File: src/rtl/hazard_ctrl_pkg.sv
// Shared types and constants for the pipeline hazard controller.
package hazard_ctrl_pkg;

  typedef enum logic [1:0] {
    RUN          = 2'd0,
    FROZEN       = 2'd1,
    FROZEN_REDIR = 2'd2
  } hz_state_e;

  localparam logic [6:0] OP_LOAD = 7'b0000011;
  localparam logic [4:0] REG_X0  = 5'd0;

  // True when a source operand that is actually read matches a destination.
  function automatic logic src_hit(input logic       rs_valid,
                                   input logic [4:0] rs_addr,
                                   input logic [4:0] rd_addr);
    return rs_valid && (rs_addr == rd_addr);
  endfunction

endpackage

File: src/rtl/hazard_ctrl_if.sv
// Bundle between the pipeline and the hazard controller; master = pipeline side,
// slave = controller side.
interface hazard_ctrl_if #(
  parameter int XLEN = 32
);
  logic            id_valid;
  logic [4:0]      id_rs1_addr;
  logic [4:0]      id_rs2_addr;
  logic            id_rs1_valid;
  logic            id_rs2_valid;
  logic            ex_valid;
  logic [4:0]      ex_rd_addr;
  logic            ex_rd_valid;
  logic            ex_is_load;
  logic            icache_stall;
  logic            dcache_stall;
  logic            redirect;
  logic [XLEN-1:0] redirect_target;

  logic            pc_enable;
  logic            if_id_enable;
  logic            id_ex_enable;
  logic            ex_mem_enable;
  logic            id_ex_bubble;
  logic            if_id_flush;
  logic            id_ex_flush;
  logic            pc_redirect;
  logic [XLEN-1:0] pc_redirect_target;
  logic            cache_stall_out;

  modport master (
    output id_valid, id_rs1_addr, id_rs2_addr, id_rs1_valid, id_rs2_valid,
           ex_valid, ex_rd_addr, ex_rd_valid, ex_is_load,
           icache_stall, dcache_stall, redirect, redirect_target,
    input  pc_enable, if_id_enable, id_ex_enable, ex_mem_enable, id_ex_bubble,
           if_id_flush, id_ex_flush, pc_redirect, pc_redirect_target, cache_stall_out
  );

  modport slave (
    input  id_valid, id_rs1_addr, id_rs2_addr, id_rs1_valid, id_rs2_valid,
           ex_valid, ex_rd_addr, ex_rd_valid, ex_is_load,
           icache_stall, dcache_stall, redirect, redirect_target,
    output pc_enable, if_id_enable, id_ex_enable, ex_mem_enable, id_ex_bubble,
           if_id_flush, id_ex_flush, pc_redirect, pc_redirect_target, cache_stall_out
  );

endinterface

File: src/rtl/hazard_ctrl_perf_counters.sv
// Saturating event counters for stall cycles, load-use bubbles and redirect flushes.
module hazard_perf_counters #(
  parameter int CNT_W = 32
) (
  input  logic             clk,
  input  logic             rst,
  input  logic             stall_evt,
  input  logic             bubble_evt,
  input  logic             flush_evt,
  output logic [CNT_W-1:0] stall_cycles,
  output logic [CNT_W-1:0] bubbles,
  output logic [CNT_W-1:0] flushes
);

  localparam logic [CNT_W-1:0] CNT_MAX = '1;
  localparam logic [CNT_W-1:0] CNT_ONE = CNT_W'(1);

  always_ff @(posedge clk or posedge rst) begin
    if (rst) begin
      stall_cycles <= '0;
      bubbles      <= '0;
      flushes      <= '0;
    end else begin
      if (stall_evt && stall_cycles != CNT_MAX) stall_cycles <= stall_cycles + CNT_ONE;
      if (bubble_evt && bubbles != CNT_MAX)     bubbles      <= bubbles + CNT_ONE;
      if (flush_evt && flushes != CNT_MAX)      flushes      <= flushes + CNT_ONE;
    end
  end

endmodule

File: src/rtl/hazard_ctrl.sv
// Pipeline hazard controller: freeze on cache stall, flush on redirect, bubble on load-use.
// Optional perf counters are built when HAZARD_PERF_CNT_EN is defined.
//
// state        | meaning
// RUN          | pipeline flowing; redirects and load-use handled immediately
// FROZEN       | cache stall seen last cycle, no redirect held
// FROZEN_REDIR | cache stall seen with a redirect held in pend_q until release
module hazard_ctrl
  import hazard_ctrl_pkg::*;
#(
  parameter int XLEN  = 32,
  parameter int CNT_W = 32
) (
  input  logic             clk,
  input  logic             rst,
  hazard_ctrl_if.slave     bus
`ifdef HAZARD_PERF_CNT_EN
  ,
  output logic [CNT_W-1:0] perf_stall_cycles,
  output logic [CNT_W-1:0] perf_bubbles,
  output logic [CNT_W-1:0] perf_flushes
`endif
);

  hz_state_e       state_q, state_d;
  logic [XLEN-1:0] pend_q, pend_d;
  logic            cstall;
  logic            load_use;
  logic            take_redir;

  assign cstall = bus.icache_stall | bus.dcache_stall;

  assign load_use = bus.ex_valid && bus.ex_is_load && bus.ex_rd_valid &&
                    (bus.ex_rd_addr != REG_X0) && bus.id_valid &&
                    (src_hit(bus.id_rs1_valid, bus.id_rs1_addr, bus.ex_rd_addr) ||
                     src_hit(bus.id_rs2_valid, bus.id_rs2_addr, bus.ex_rd_addr));

  assign take_redir = !cstall && (bus.redirect || (state_q == FROZEN_REDIR));

  always_ff @(posedge clk or posedge rst) begin
    if (rst) begin
      state_q <= RUN;
      pend_q  <= '0;
    end else begin
      state_q <= state_d;
      pend_q  <= pend_d;
    end
  end

  // Only the first redirect seen during a freeze is kept; later ones are dropped.
  always_comb begin
    state_d = RUN;
    pend_d  = '0;
    if (cstall) begin
      if (state_q == FROZEN_REDIR) begin
        state_d = FROZEN_REDIR;
        pend_d  = pend_q;
      end else if (bus.redirect) begin
        state_d = FROZEN_REDIR;
        pend_d  = bus.redirect_target;
      end else begin
        state_d = FROZEN;
      end
    end
  end

  always_comb begin
    bus.pc_enable          = 1'b0;
    bus.if_id_enable       = 1'b0;
    bus.id_ex_enable       = 1'b0;
    bus.ex_mem_enable      = 1'b0;
    bus.id_ex_bubble       = 1'b0;
    bus.if_id_flush        = 1'b0;
    bus.id_ex_flush        = 1'b0;
    bus.pc_redirect        = 1'b0;
    bus.pc_redirect_target = '0;
    bus.cache_stall_out    = 1'b0;
    if (!rst) begin
      bus.cache_stall_out = cstall;
      if (cstall) begin
        bus.pc_enable = 1'b0;
      end else if (take_redir) begin
        bus.pc_enable          = 1'b1;
        bus.if_id_enable       = 1'b1;
        bus.id_ex_enable       = 1'b1;
        bus.ex_mem_enable      = 1'b1;
        bus.if_id_flush        = 1'b1;
        bus.id_ex_flush        = 1'b1;
        bus.pc_redirect        = 1'b1;
        bus.pc_redirect_target = (state_q == FROZEN_REDIR) ? pend_q : bus.redirect_target;
      end else if (load_use) begin
        bus.id_ex_bubble  = 1'b1;
        bus.id_ex_enable  = 1'b1;
        bus.ex_mem_enable = 1'b1;
      end else begin
        bus.pc_enable     = 1'b1;
        bus.if_id_enable  = 1'b1;
        bus.id_ex_enable  = 1'b1;
        bus.ex_mem_enable = 1'b1;
      end
    end
  end

`ifdef HAZARD_PERF_CNT_EN
  hazard_perf_counters #(
    .CNT_W (CNT_W)
  ) u_perf (
    .clk          (clk),
    .rst          (rst),
    .stall_evt    (bus.cache_stall_out),
    .bubble_evt   (bus.id_ex_bubble),
    .flush_evt    (bus.pc_redirect),
    .stall_cycles (perf_stall_cycles),
    .bubbles      (perf_bubbles),
    .flushes      (perf_flushes)
  );
`endif

endmodule

File: src/flat_wrapper.sv
// flat-port wrapper written by rule: the top's interface ports become plain ports
module hazard_ctrl_flat import hazard_ctrl_pkg::*;
#(
  parameter int XLEN  = 32,
  parameter int CNT_W = 32
)
  (clk, rst, bus_id_valid, bus_id_rs1_addr, bus_id_rs2_addr, bus_id_rs1_valid, bus_id_rs2_valid, bus_ex_valid, bus_ex_rd_addr, bus_ex_rd_valid, bus_ex_is_load, bus_icache_stall, bus_dcache_stall, bus_redirect, bus_redirect_target, bus_pc_enable, bus_if_id_enable, bus_id_ex_enable, bus_ex_mem_enable, bus_id_ex_bubble, bus_if_id_flush, bus_id_ex_flush, bus_pc_redirect, bus_pc_redirect_target, bus_cache_stall_out);
  hazard_ctrl_if #(.XLEN(XLEN)) bus_i ();
  input  logic clk;
  input  logic rst;
  input wire logic [$bits(bus_i.id_valid)-1:0] bus_id_valid;
  input wire logic [$bits(bus_i.id_rs1_addr)-1:0] bus_id_rs1_addr;
  input wire logic [$bits(bus_i.id_rs2_addr)-1:0] bus_id_rs2_addr;
  input wire logic [$bits(bus_i.id_rs1_valid)-1:0] bus_id_rs1_valid;
  input wire logic [$bits(bus_i.id_rs2_valid)-1:0] bus_id_rs2_valid;
  input wire logic [$bits(bus_i.ex_valid)-1:0] bus_ex_valid;
  input wire logic [$bits(bus_i.ex_rd_addr)-1:0] bus_ex_rd_addr;
  input wire logic [$bits(bus_i.ex_rd_valid)-1:0] bus_ex_rd_valid;
  input wire logic [$bits(bus_i.ex_is_load)-1:0] bus_ex_is_load;
  input wire logic [$bits(bus_i.icache_stall)-1:0] bus_icache_stall;
  input wire logic [$bits(bus_i.dcache_stall)-1:0] bus_dcache_stall;
  input wire logic [$bits(bus_i.redirect)-1:0] bus_redirect;
  input wire logic [$bits(bus_i.redirect_target)-1:0] bus_redirect_target;
  output wire logic [$bits(bus_i.pc_enable)-1:0] bus_pc_enable;
  output wire logic [$bits(bus_i.if_id_enable)-1:0] bus_if_id_enable;
  output wire logic [$bits(bus_i.id_ex_enable)-1:0] bus_id_ex_enable;
  output wire logic [$bits(bus_i.ex_mem_enable)-1:0] bus_ex_mem_enable;
  output wire logic [$bits(bus_i.id_ex_bubble)-1:0] bus_id_ex_bubble;
  output wire logic [$bits(bus_i.if_id_flush)-1:0] bus_if_id_flush;
  output wire logic [$bits(bus_i.id_ex_flush)-1:0] bus_id_ex_flush;
  output wire logic [$bits(bus_i.pc_redirect)-1:0] bus_pc_redirect;
  output wire logic [$bits(bus_i.pc_redirect_target)-1:0] bus_pc_redirect_target;
  output wire logic [$bits(bus_i.cache_stall_out)-1:0] bus_cache_stall_out;
  assign bus_i.id_valid = bus_id_valid;
  assign bus_i.id_rs1_addr = bus_id_rs1_addr;
  assign bus_i.id_rs2_addr = bus_id_rs2_addr;
  assign bus_i.id_rs1_valid = bus_id_rs1_valid;
  assign bus_i.id_rs2_valid = bus_id_rs2_valid;
  assign bus_i.ex_valid = bus_ex_valid;
  assign bus_i.ex_rd_addr = bus_ex_rd_addr;
  assign bus_i.ex_rd_valid = bus_ex_rd_valid;
  assign bus_i.ex_is_load = bus_ex_is_load;
  assign bus_i.icache_stall = bus_icache_stall;
  assign bus_i.dcache_stall = bus_dcache_stall;
  assign bus_i.redirect = bus_redirect;
  assign bus_i.redirect_target = bus_redirect_target;
  assign bus_pc_enable = bus_i.pc_enable;
  assign bus_if_id_enable = bus_i.if_id_enable;
  assign bus_id_ex_enable = bus_i.id_ex_enable;
  assign bus_ex_mem_enable = bus_i.ex_mem_enable;
  assign bus_id_ex_bubble = bus_i.id_ex_bubble;
  assign bus_if_id_flush = bus_i.if_id_flush;
  assign bus_id_ex_flush = bus_i.id_ex_flush;
  assign bus_pc_redirect = bus_i.pc_redirect;
  assign bus_pc_redirect_target = bus_i.pc_redirect_target;
  assign bus_cache_stall_out = bus_i.cache_stall_out;
  hazard_ctrl #(.XLEN(XLEN), .CNT_W(CNT_W)) u_core (.clk(clk), .rst(rst), .bus(bus_i));
endmodule
File: config.mk
export PLATFORM = sky130hd
export DESIGN_NAME = hazard_ctrl_flat
export DESIGN_NICKNAME = d
export VERILOG_FILES = /design/src/rtl/hazard_ctrl_pkg.sv /design/src/rtl/hazard_ctrl_if.sv /design/src/rtl/hazard_ctrl_perf_counters.sv /design/src/rtl/hazard_ctrl.sv /design/src/flat_wrapper.sv
export SDC_FILE = /design/constraint.sdc
export NUM_CORES = 1
export LEC_CHECK = 0
export BUFFER_PORTS_ARGS = -buffer_cell sky130_fd_sc_hd__buf_4
export CORE_ASPECT_RATIO = 1.75
export CORE_UTILIZATION = 41
export DETAILED_ROUTE_END_ITERATION = 6
export GPL_ROUTABILITY_DRIVEN = 0
export PLACE_DENSITY = 0.84
export RECOVER_POWER = 100
export SLEW_MARGIN = 40
export SYNTH_ARGS = -nofsm -noshare
export SYNTH_HDL_FRONTEND = slang
export SYNTH_SLANG_ARGS = --single-unit
File: constraint.sdc
create_clock -name clk -period 1.22 [get_ports clk]
set_input_delay 0 -clock clk [delete_from_list [all_inputs] [get_ports clk]]
set_output_delay 0 -clock clk [all_outputs]
set_load 0.05 [all_outputs]
# ---- After elaboration in Yosys (flattened, before gate mapping)
# Cells that the tools add are included.
dict set report word_totals {
  mem_bits_rw 0
  out_inout_bits 41
  romBits 0
  elab_cells 43
  input_bits 58
  latch_bits 0
  register_bits 34
  n_memories 0
}
dict set report op_classes {
  n_lt_le_gt_ge 0
  shifts 0
  muxes 24
  eq_ne 4
  n_mul 0
  add_sub_neg 0
  n_div 0
  reduce_logical 12
  bitwise_logic 1
}
# operator count
set op_table {}
lappend op_table {{32-bit 2-to-1 mux} 7}
lappend op_table {{1-bit 2-to-1 mux} 14}
lappend op_table {{5-bit equality test} 2}
lappend op_table {{1-bit logical AND} 8}
lappend op_table {{2-bit 2-to-1 mux} 3}
lappend op_table {{5-bit nonzero test} 1}
lappend op_table {{2-bit equality test (second input constant)} 1}
lappend op_table {{1-bit logical OR} 2}
lappend op_table {{2-bit != test (second input constant)} 1}
lappend op_table {{1-bit logical NOT} 1}
lappend op_table {{1-bit OR} 1}

# ---- Logic depth before layout (Yosys ltp)
# Gate-level depths: netlist (run 1).
dict set report logic_depth {
  word_depth 9
  ltp_mapped 7
  mapped_depth_nobuf 4
}

# ---- Worst setup path after synthesis (run 1)
# Ideal clock, no wire load.
dict set report synth_path {
  path_type {flip-flop to output port}
  start {register u_core.state_q[1]}
  end {output port bus_id_ex_bubble}
  path_buffers 1
  slack_ns -1.157
  stages_incl_launch_ff 6
  t_arrival_ns 2.377
  cell_sequence {dfrtp_1 -> nor2b_1 -> buf_2 -> nor2_1 -> o221ai_2 -> nor4_1}
}
dict set report synth_between {
  elab_chain_len 6
}
# item line
set synth_lines {}
lappend synth_lines {{start: declaration} hazard_ctrl.sv:25} ;# hz_state_e state_q, state_d;
lappend synth_lines {{start signal: assignment} hazard_ctrl.sv:45} ;# state_q <= state_d;
lappend synth_lines {{2-bit equality test} hazard_ctrl.sv:38} ;# assign take_redir = !cstall && (bus.redirect || (state_q == FROZEN_REDIR));
lappend synth_lines {{1-bit logical OR} hazard_ctrl.sv:38}
lappend synth_lines {{1-bit logical AND} hazard_ctrl.sv:38}
lappend synth_lines {{1-bit 2-to-1 mux} hazard_ctrl.sv:82} ;# end else if (take_redir) begin
lappend synth_lines {{1-bit 2-to-1 mux} hazard_ctrl.sv:80} ;# if (cstall) begin
lappend synth_lines {{1-bit 2-to-1 mux} hazard_ctrl.sv:78} ;# if (!rst) begin
lappend synth_lines {{end: declaration} flat_wrapper.sv:28} ;# output wire logic [$bits(bus_i.id_ex_bubble)-1:0] bus_id_ex_bubble;
# Every way passes these cells.

# ---- Worst setup path after layout (run 1)
dict set report layout_path {
  start {register u_core.state_q[1]}
  end {output port bus_pc_redirect_target[9]}
}
dict set report layout_between {
  elab_chain_len 6
  elab_cells_between_ends 7
}
# item line
set layout_lines {}
lappend layout_lines {{2-bit equality test (*)} {hazard_ctrl.sv:38, hazard_ctrl.sv:90}}
lappend layout_lines {{1-bit logical OR} hazard_ctrl.sv:38}
lappend layout_lines {{1-bit logical AND} hazard_ctrl.sv:38}
lappend layout_lines {{32-bit 2-to-1 mux (*)} hazard_ctrl.sv:82}
lappend layout_lines {{32-bit 2-to-1 mux (*)} hazard_ctrl.sv:80}
lappend layout_lines {{32-bit 2-to-1 mux (*)} hazard_ctrl.sv:78}
lappend layout_lines {{end: declaration} flat_wrapper.sv:32} ;# output wire logic [$bits(bus_i.pc_redirect_target)-1:0] bus_pc_redirect_target;
# Every way passes the cells marked *; elsewhere a longest branch is shown, timed or not.

==> results by group, run 1 <==
Die
  • Core Region: roughly 4400 um^2
  • Initial core utilization: roughly 43%
  • Die H: about 92 um
  • DIE WIDTH: approximately 53 um
  • IO Count: 99
  • # rows: 32
  • Die ar.: a little under 5000 um^2

Placed design
  • Detail Placement HPWL: between 4000 and 5000 um
  • Place WS: -0.177 ns
  • Placed Area: between 2000 and 3000 um^2
  • Port bufs: 98

GRT
  • Aggregate global routing overflow: 0
  • Largest net degree at the start of global routing: 35
  • First-pass GRT wire length: roughly 13,000 um
  • Global Route Usage Sum: between 30% and 40%
  • Initial antenna violation count: 0
  • Vias in the first global route: approximately 2,700

Route
  • DRT iter0 DRCs: between 100 and 150
  • 1st-pass router iterations: 5
  • Vias: 2,550
  • Antenna Violating Nets Remaining: 0
  • Final WL: just over 9000 um
  • Routed vias/inst: 5.72
  • WL per Instance: 20.8 um
  • DRC violations left: 0

Status
  • Failing checks: setup timing
  • Outcome: finished, violations left

Worst hold path
  • Hold endpoint: u_core.pend_q[1]
  • Min-Delay Path Class: in2reg
  • Hold path startpoint: bus_redirect_target[1]
  • Hold depth: 3

STA
  • Final WS setup: -0.531 ns
  • Final setup fails: 70
  • Worst slew pin tran: around 0.77 ns
  • Unrepaired setup endpoints after global routing: yes
  • Final Skew: 0.0114 ns
  • Max Freq: about 0.57 GHz
  • Final period utilization: 144%
  • Hold_ws: 0.0214 ns
  • Rel. slew slack: between 40% and 50%
  • Hold Vio Cnt, Final: 0
  • Min cycle time layout: about 1.8 ns
  • Max-slew violations: 0

Critical path
  • Worst setup SP type: flop
  • Reg2Reg Depth: 6
  • Critical Path AT: around 1.8 ns
  • Flop-to-flop setup slack: -0.15 ns
  • Critical Path Sink Type: primary output
  • Worst Path Required: about 1.2 ns
  • Crit Path Category: reg2out
  • Worst-path maximum fanout: 16
  • RR Endpoint: u_core.pend_q[13]
  • R2R Path Start: u_core.state_q[1]

Synthesis
  • Avg Inst Size Synth: 7.58 um^2
  • Yosys synthesis warning count: 0
  • Synthesized flop and latch total: 34
  • Yosys top cell area share: a little under half
  • Syn Inst Count: 248
  • Post-synthesis sequential area ratio: approximately 45%
  • Mapped Nets: ~300
  • Ranking of synthesized cells by area: dfrtp_1, nand2_1, a21oi_1, xor2_1, buf_4
  • Area leader, netlist: dfrtp_1
  • Cell Area, Synth: ~1900 um^2
  • Unique masters post-synth: 24

Finish
  • Final net count: 452
  • FILL cells: ~190
  • Commonest non-fill, non-tap cells in the layout: nand2_1, buf_4, buf_6
  • Post-layout util: 90.1%
  • Number of antenna diodes: 0
  • Area delta synth->final: 111%
  • Share of cells above drive strength 1: just over 50%
  • Finished Cell Area: 3970 um^2
  • Commonest non-fill, non-tap cell in the layout: nand2_1

Clock network
  • Worst-path clk slew: 0.08 ns
  • H-tree levels: 2
  • CTS root buffer: clkbuf_8
  • Num Clock Sinks: 34
  • CTS buffer count: 5
  • Deepest clock path buffer count: 2
  • Clock latency on the worst-skew pair: 0.30 ns
  • CTS tree: yes

Pwr
  • Leakage power: 1.74 nW
  • Total power: 3.72 mW
  • Pwr Density: 937 nW/um^2
  • Max VDD drop: 1.03 mV

Run
  • Max_cap viols: 0
## layout make-up
cell class	instances	area [um^2]	share of cell area (%)
Clock buffer	7	76.3	1.92
Clock inverter	1	30.0	0.757
Inverter	2	11.3	0.284
Multi-Input combinational cell	192	1340	33.9
Sequential cell	34	851	21.5
Tap cell	51	63.8	1.61
Timing Repair Buffer	159	1590	40.1
## state kept, by name, summed over array words and instances, names as in the netlist
| name | count |
|---|---|
| u_core.pend_q | 32 |
| u_core.state_q | 2 |
## how the worst max path moves through the flow
stage | startpoint | end | slack, ns | cells after the start
after floorplan | u_core.state_q[1] | bus_if_id_flush | -0.32 | 6
after global placement | u_core.state_q[0] | bus_pc_enable | -0.13 | 5
after detailed placement | u_core.state_q[0] | bus_pc_enable | -0.18 | 5
after CTS | u_core.state_q[1] | bus_id_ex_flush | -0.41 | 7
after global routing | u_core.state_q[1] | bus_pc_redirect_target[9] | -0.56 | 6
final | u_core.state_q[1] | bus_pc_redirect_target[9] | -0.53 | 6
## per-stage QoR
stage | cells | TNS, ns
detailed placement | 387 | -5.74
finish | 446 | -20.66
global route | 446 | -22.93
global placement | 387 | -3.90
CTS | 443 | -14.04
floorplan | 248 | -7.47
## timing repair
action,in CTS,in global routing
setup endpoints to repair,70,70
hold endpoints to repair,66,0
resized for setup,55,28
setup buffers,11,1
pin swaps,5,3
gates cloned,4,2
hold buffers,33,0
## where the power goes
group          internal (mW)  switching, mW  leakage (nW)  total, mW
sequential              1.23         0.0470         0.451       1.27
combinational          0.604          0.786          1.23       1.39
clock                  0.612          0.443        0.0524       1.05
total                   2.44           1.28          1.74       3.72
## Yosys cell counts, drive strengths merged
master  count
or4         1
a21oi      64
o221ai      1
buf        14
and2        2
dfrtp      34
inv         2
xnor2       2
nor4        3
nand2      96
nor2b       1
clkbuf      8
o21ai       1
a32oi       1
o21a        1
and4        1
nor3        1
or2         1
xor2        8
nor2        5
nand2b      1
## routing by layer
metal | vias to the layer above | track usage (%) | share of wire [%]
met5 | - | 0 | 0
met4 | 0 | 21.5 | 5.2
met3 | 39 | 9.38 | 6.2
met2 | 169 | 67.6 | 56
met1 | 1238 | 38.0 | 32
li1 | 1104 | - | -
## logic make-up (layout without fill, tap and decap cells)
group                     Yosys count  after routing  share of synthesized area, %
DFF                                34             34                          45.2
AOI/OAI and AO/OA                  68             68                          19.2
and+or+nand+nor                   112            114                          24.3
xor gates and xnor gates           10             10                          4.66
buffers and inverters              24            169                          6.65
## worst max-delay path, cell delays in order (launching register included)
cell and delay, ns:
dfrtp_1 0.40, nor2b_4 0.20, buf_4 0.19, buf_16 0.16, nand2_1 0.13, a21oi_2 0.18, buf_6 0.18
No activity file was read; power rests on OpenSTA's default activity.
==> inputs of run 2 (changes only) <==
CORE_ASPECT_RATIO = 0.9   (was 1.75)
SYNTH_HIERARCHICAL = 1   (was default)
==> run 2 against run 1 <==
- area after synthesis grew 0.13%
- highest routed layer unchanged
- the run ends with hold timing, setup timing left
- combinational power decreased by 19%
- maximum frequency grew 6.9%
- critical path depth shrank 1
- hold slack got worse by 0.027 ns
- final cell count grew 0.45%
- sequential share of layout area up 1.4 points
- critical endpoint is now bus_pc_redirect_target[19]
- flip-flop and latch count unchanged
==> results by group, run 2 <==
Pwr
  • Pwr Density: between 800 and 900 nW/um^2
  • Max VDD drop: 0.685 mV
  • Leakage power: 1.63 nW
  • Total power: 3.27 mW

Clock network
  • CTS root buffer: clkbuf_8
  • Clock latency on the worst-skew pair: ~0.29 ns
  • Deepest clock path buffer count: 2
  • Num Clock Sinks: 34
  • Worst-path clk slew: roughly 0.07 ns
  • H-tree levels: 2
  • CTS buffer count: 5
  • CTS tree: yes

Die
  • # rows: 23
  • Die H: between 60 and 70 um
  • DIE WIDTH: ~73 um
  • IO Count: approximately 100
  • Initial core utilization: 42.5%
  • Die ar.: approximately 4900 um^2
  • Core Region: approximately 4400 um^2

Route
  • Vias: 2,279
  • 1st-pass router iterations: 5
  • Routed vias/inst: between 5 and 6
  • WL per Instance: around 15 um
  • Final WL: between 6000 and 7000 um
  • Antenna Violating Nets Remaining: 0
  • DRC violations left: 0
  • DRT iter0 DRCs: approximately 170

Finish
  • FILL cells: 271
  • Largest registers: u_core/pend_q (32), u_core/state_q (2)
  • Max reg flops: 32
  • Final net count: ~440
  • Share of cells above drive strength 1: between 40% and 50%
  • Commonest non-fill, non-tap cells in the layout: nand2_1, buf_4, dlygate4sd3_1, dfrtp_1, buf_6
  • Biggest register: u_core/pend_q
  • Post-layout util: between 80% and 90%
  • Area delta synth->final: 98.0%
  • Commonest non-fill, non-tap cell in the layout: nand2_1
  • Finished Cell Area: 3730 um^2

Critical path
  • Crit Path Category: reg2out
  • CP peak stage delay: 0.39 ns
  • Critical path cell sequence: nand2b_1 > buf_4 > nand2_1 > a21oi_4 > buf_6
  • Critical Path Sink Type: primary output
  • Worst Path Required: 1.22 ns
  • Worst-path maximum fanout: 16
  • Flop-to-flop setup slack: -0.17 ns
  • Worst path slowest cell: dfrtp_1
  • Buf+Inv Stages, Crit Path: 2
  • Worst setup SP type: flop
  • CP delay by family, top: buffers and inverters
  • Critical Path AT: roughly 1.6 ns

Synthesis
  • Yosys synthesis warning count: 6
  • Mapped Nets: between 300 and 400
  • Share of flip-flops with an asynchronous set or reset: 100%
  • Avg Inst Size Synth: about 7.6 um^2
  • Yosys top cell area share: ~45%
  • Post-synth EDFFs: 0
  • Ranking of synthesized cells by area: dfrtp_1, nand2_1, a21oi_1, xor2_1, buf_4
  • Unique masters post-synth: 24
  • Syn Inst Count: 248
  • Cell Area, Synth: approximately 1900 um^2
  • Post-synth top flop: dfrtp_1
  • Most instantiated library cell after synthesis: nand2_1
  • Synthesized flop and latch total: 34
  • Commonest cells in the netlist: nand2_1, a21oi_1, dfrtp_1
  • Area leader, netlist: dfrtp_1
  • Post-synthesis sequential area ratio: around 45%

STA
  • Max Freq: 0.611 GHz
  • Final period utilization: 134%
  • Rel. slew slack: 51.2%
  • Final setup fails: 70
  • Hold Vio Cnt, Final: 1
  • Max-slew violations: 0
  • Final WS setup: -0.417 ns
  • Worst slew pin tran: 0.732 ns
  • Hold_ws: -0.00588 ns
  • Total negative slack: -17.53 ns
  • Final Skew: around 0.0060 ns
  • Unrepaired setup endpoints after global routing: yes
  • Min cycle time layout: approximately 1.6 ns

GRT
  • First-pass GRT wire length: 9720 um
  • Aggregate global routing overflow: 0
  • Vias in the first global route: between 2,000 and 2,500
  • Global Route Usage Sum: 26.5%
  • Largest net degree at the start of global routing: 35
  • Initial antenna violation count: 1

Placed design
  • Port bufs: between 90 and 100
  • Placed Area: about 3100 um^2
  • Detail Placement HPWL: 4010 um

Run
  • Max_cap viols: 0

Status
  • Failing checks: hold timing, setup timing
  • Outcome: finished, violations left

Worst hold path
  • Min-Delay Path Class: in2reg
run 2: changes by cell type after synthesis:
cell,delta
clkbuf_1,-2
buf_2,+2
run 2: power by group:
group / switching, mW / internal, mW / total, mW
Sequential: 0.0308 / 1.22 / 1.26
Combinational: 0.662 / 0.467 / 1.13
Clock: 0.428 / 0.453 / 0.882
Total: 1.12 / 2.15 / 3.27
run 2: final timing paths:
path	cells past startpoint	from	endpoint
setup reg to reg	4	u_core/state_q[0]	u_core/pend_q[17]
setup / recovery	5	u_core/state_q[0]	bus_pc_redirect_target[19]
hold / removal	3	bus_redirect	u_core/state_q[1]
min in group asynchronous	4	rst	u_core/pend_q[20]
hold reg to reg	2	u_core/pend_q[21]	u_core/pend_q[21]
max in group asynchronous	4	rst	u_core/pend_q[23]
run 2: cell families (layout without fill, tap and decap cells):
kind of cell / count (synthesis) / count (layout) / share of synthesized area [%]
AO/OA/AOI/OAI: 68 / 68 / 19.1
XOR/XNOR: 10 / 10 / 4.65
buffers and inverters: 24 / 161 / 6.78
flip-flops: 34 / 34 / 45.2
other: 0 / 1 / 0
AND/OR/NAND/NOR: 112 / 112 / 24.3
run 2: cell type report:
| cell class | count | area [um^2] | area share, % |
|---|---|---|---|
| Timing Repair Buffer | 151 | 1390 | 37.3 |
| Multi-Input combinational cell | 190 | 1300 | 34.8 |
| Sequential cell | 34 | 851 | 22.8 |
| Clock buffer | 6 | 82.6 | 2.21 |
| Tap cell | 62 | 77.6 | 2.08 |
| Clock inverter | 2 | 12.5 | 0.336 |
| Inverter | 2 | 11.3 | 0.302 |
| Antenna cell | 1 | 2.50 | 0.0671 |
run 2: timing repair:
action,4_1_cts,5_1_grt
setup buffers,0,3
gates resized for setup,23,24
endpoints found under the setup margin,62,70
pin swaps,1,1
endpoints found under the hold margin,67,0
hold buffers,34,0
run 2: routing by layer:
layer | up-vias | part of all wire (%) | track usage [%]
li1 | 1086 | - | -
met1 | 1084 | 39 | 31.1
met2 | 98 | 54 | 48.1
met3 | 11 | 5.8 | 6.25
met4 | 0 | 1.3 | 7.21
met5 | - | 0 | 0
run 2: tightest hold or removal path: stages:
cell	delay, ns
buf_4	0.12
nor2_2	0.05
nor2_1	0.07
run 2: through the flow:
stage,setup slack [ns],hold WS [ns],instances
after detailed placement,-0.189,0.170,402
final,-0.417,-0.00588,448
after CTS,-0.377,0.0105,444
after global routing,-0.468,0.00547,448
after floorplan,-0.322,0.0673,248
after global placement,-0.136,0.165,402
==> inputs of run 3 (changes only) <==
--- a/config.mk
+++ b/config.mk
@@ -7,4 +7,5 @@
 export LEC_CHECK = 0
 export BUFFER_PORTS_ARGS = -buffer_cell sky130_fd_sc_hd__buf_4
+export CAP_MARGIN = 20
 export CORE_ASPECT_RATIO = 0.9
 export CORE_UTILIZATION = 41
==> constraint.sdc (replaced) <==
create_clock -name clk -period 1.22 [get_ports clk]
set_input_delay 0.122 -clock clk [delete_from_list [all_inputs] [get_ports clk]]
set_output_delay 0.122 -clock clk [all_outputs]
set_load 0.05 [all_outputs]
==> run 3 against run 2 <==
- the run ends with setup timing left
- sequential power hardly changed
- critical endpoint is now bus_if_id_enable
- largest power group unchanged
- sequential share of layout area is 2.0 points higher
- non-clock buffer count is 32 lower
- design area is 8.2% lower
- die area stayed put
==> results by group, run 3 (synthesized netlist as in run 2, its figures left out) <==
Clock network
  • Num Clock Sinks: 34
  • H-tree levels: 2
  • Worst-path clk slew: 0.07 ns
  • CTS tree: yes
  • Post-CTS Setup Bufs: 0
  • CTS buffer count: 5
  • Clock latency on the worst-skew pair: approximately 0.28 ns
  • Deepest clock path buffer count: 2
  • CTS root buffer: clkbuf_8

Route
  • Vias: around 2,200
  • DRT iter0 DRCs: 81
  • DRC violations left: 0
  • Final WL: ~5900 um
  • Routed vias/inst: between 5 and 6
  • 1st-pass router iterations: 5
  • Antenna Violating Nets Remaining: 0
  • WL per Instance: between 10 and 15 um

Finish
  • Share of cells above drive strength 1: 52.2%
  • Final net count: about 410
  • Number of antenna diodes: 0
  • Multi-input gate area: about 1300 um^2
  • Max reg flops: 32
  • Largest registers: u_core/pend_q (32), u_core/state_q (2)
  • Register area: 851 um^2
  • Area delta synth->final: 81.8%
  • Commonest non-fill, non-tap cell in the layout: nand2_1
  • Biggest register: u_core/pend_q
  • Commonest non-fill, non-tap cells in the layout: nand2_1, buf_4, buf_6
  • FILL cells: 330
  • Finished Cell Area: approximately 3400 um^2

STA
  • Worst slew pin tran: ~0.46 ns
  • Final setup fails: between 40 and 50
  • Rel. slew slack: 69.6%
  • Final period utilization: 141%
  • Hold Vio Cnt, Final: 0
  • Final Skew: 0.00332 ns
  • Unrepaired setup endpoints after global routing: yes
  • Final WS setup: -0.495 ns
  • Min cycle time layout: 1.71 ns
  • Max-slew violations: 0
  • Max Freq: 0.583 GHz

Worst hold path
  • Hold depth: 2
  • Min-Delay Path Class: in2reg
  • Hold path startpoint: bus_redirect

Critical path
  • Crit path from: u_core/state_q[1]
  • Flop-to-flop setup slack: -0.07 ns
  • Crit Path Category: reg2out
  • R2R Path Start: u_core/state_q[1]
  • Critical Path AT: between 1.5 and 2 ns
  • Setup crit end: bus_if_id_enable
  • Worst setup SP type: flop
  • Critical Path Sink Type: primary output
  • Reg2Reg Depth: 5
  • Worst-path maximum fanout: 4
  • RR Endpoint: u_core/pend_q[9]
  • Worst Path Required: 1.10 ns

Die
  • IO Count: slightly below 100
  • Initial core utilization: 42.5%
  • Die ar.: 4870 um^2
  • # rows: 23
  • DIE WIDTH: approximately 73 um
  • Die H: about 66 um
  • Core Region: approximately 4400 um^2

GRT
  • Aggregate global routing overflow: 0
  • Largest net degree at the start of global routing: 35
  • Vias in the first global route: 2,065
  • First-pass GRT wire length: roughly 9300 um
  • Initial antenna violation count: 0
  • Global Route Usage Sum: ~25%

Placed design
  • Place WS: -0.297 ns
  • Detail Placement HPWL: approximately 4000 um
  • Port bufs: 98
  • Placed Area: 3090 um^2

Pwr
  • Max VDD drop: about 0.65 mV
  • Total power: ~3.2 mW
  • Leakage power: 1.50 nW
  • Pwr Density: 926 nW/um^2

Run
  • Max_cap viols: 0

Status
  • Outcome: finished, violations left
  • Failing checks: setup timing
[run 3: changes by cell type in the layout (fill, tap and decap cells not counted), sizes merged]
cell	before	now
diode	1	0
clkinvlp	2	1
dlygate4sd3	34	1
clkbuf	10	9
and2	2	5
buf	113	116
[run 3: repair_timing]
action / CTS / global route
pin swaps: 2 / 2
endpoints found under the hold margin: 34 / 0
hold buffers: 1 / 0
cloned: 1 / 2
resized for setup: 47 / 14
setup endpoints to repair: 68 / 70
[run 3: worst min-delay path by stage]
stage	endpoint	slack, ns
6_report	u_core/state_q[0]	0.09
5_1_grt	u_core/pend_q[14]	0.09
4_1_cts	u_core/state_q[0]	0.07
3_5_place_dp	u_core/pend_q[5]	0.30
3_3_place_gp	u_core/pend_q[5]	0.29
2_1_floorplan	u_core/state_q[0]	0.20
[run 3: per-layer routing]
metal  GRT usage (%)  vias up  part of all wire [%]
li1                -     1031                     -
met1            29.5     1032                    41
met2            46.8       82                    53
met3            5.79        6                   5.9
met4            4.33        0                  0.71
met5               0        -                     0
[run 3: layout make-up]
| type | instances | share of cell area (%) |
|---|---|---|
| multi-input cells | 193 | 38.1 |
| clock inverters | 1 | 0.146 |
| inverters | 2 | 0.329 |
| repair buffers | 119 | 31.8 |
| clock buffers | 7 | 2.52 |
| flip-flops and latches | 34 | 24.9 |
| well taps | 62 | 2.27 |
[run 3: where the power goes]
group	switching [mW]	leakage [nW]	internal [mW]
logic	0.643	1.00	0.428
clock network	0.383	0.0482	0.455
registers	0.0366	0.451	1.23
total	1.06	1.50	2.11
[run 3: critical path, stage by stage, from the launching register on]
cell and delay, ns:
dfrtp_1 0.38, nor2b_4 0.28, nor2_2 0.07, o221ai_2 0.26
o21a_4 0.17, buf_6 0.15
[run 3: metrics by stage]
step / instances / hold WS (ns) / utilization (%) / setup TNS, ns
2_1_floorplan: 248 / 0.195 / - / -15.11
3_3_place_gp: 406 / 0.286 / 69.7 / -7.59
3_5_place_dp: 406 / 0.295 / 69.7 / -9.81
4_1_cts: 416 / 0.0659 / 76.1 / -16.95
5_1_grt: 418 / 0.0890 / 77.2 / -21.46
6_report: 418 / 0.0900 / 77.2 / -17.66
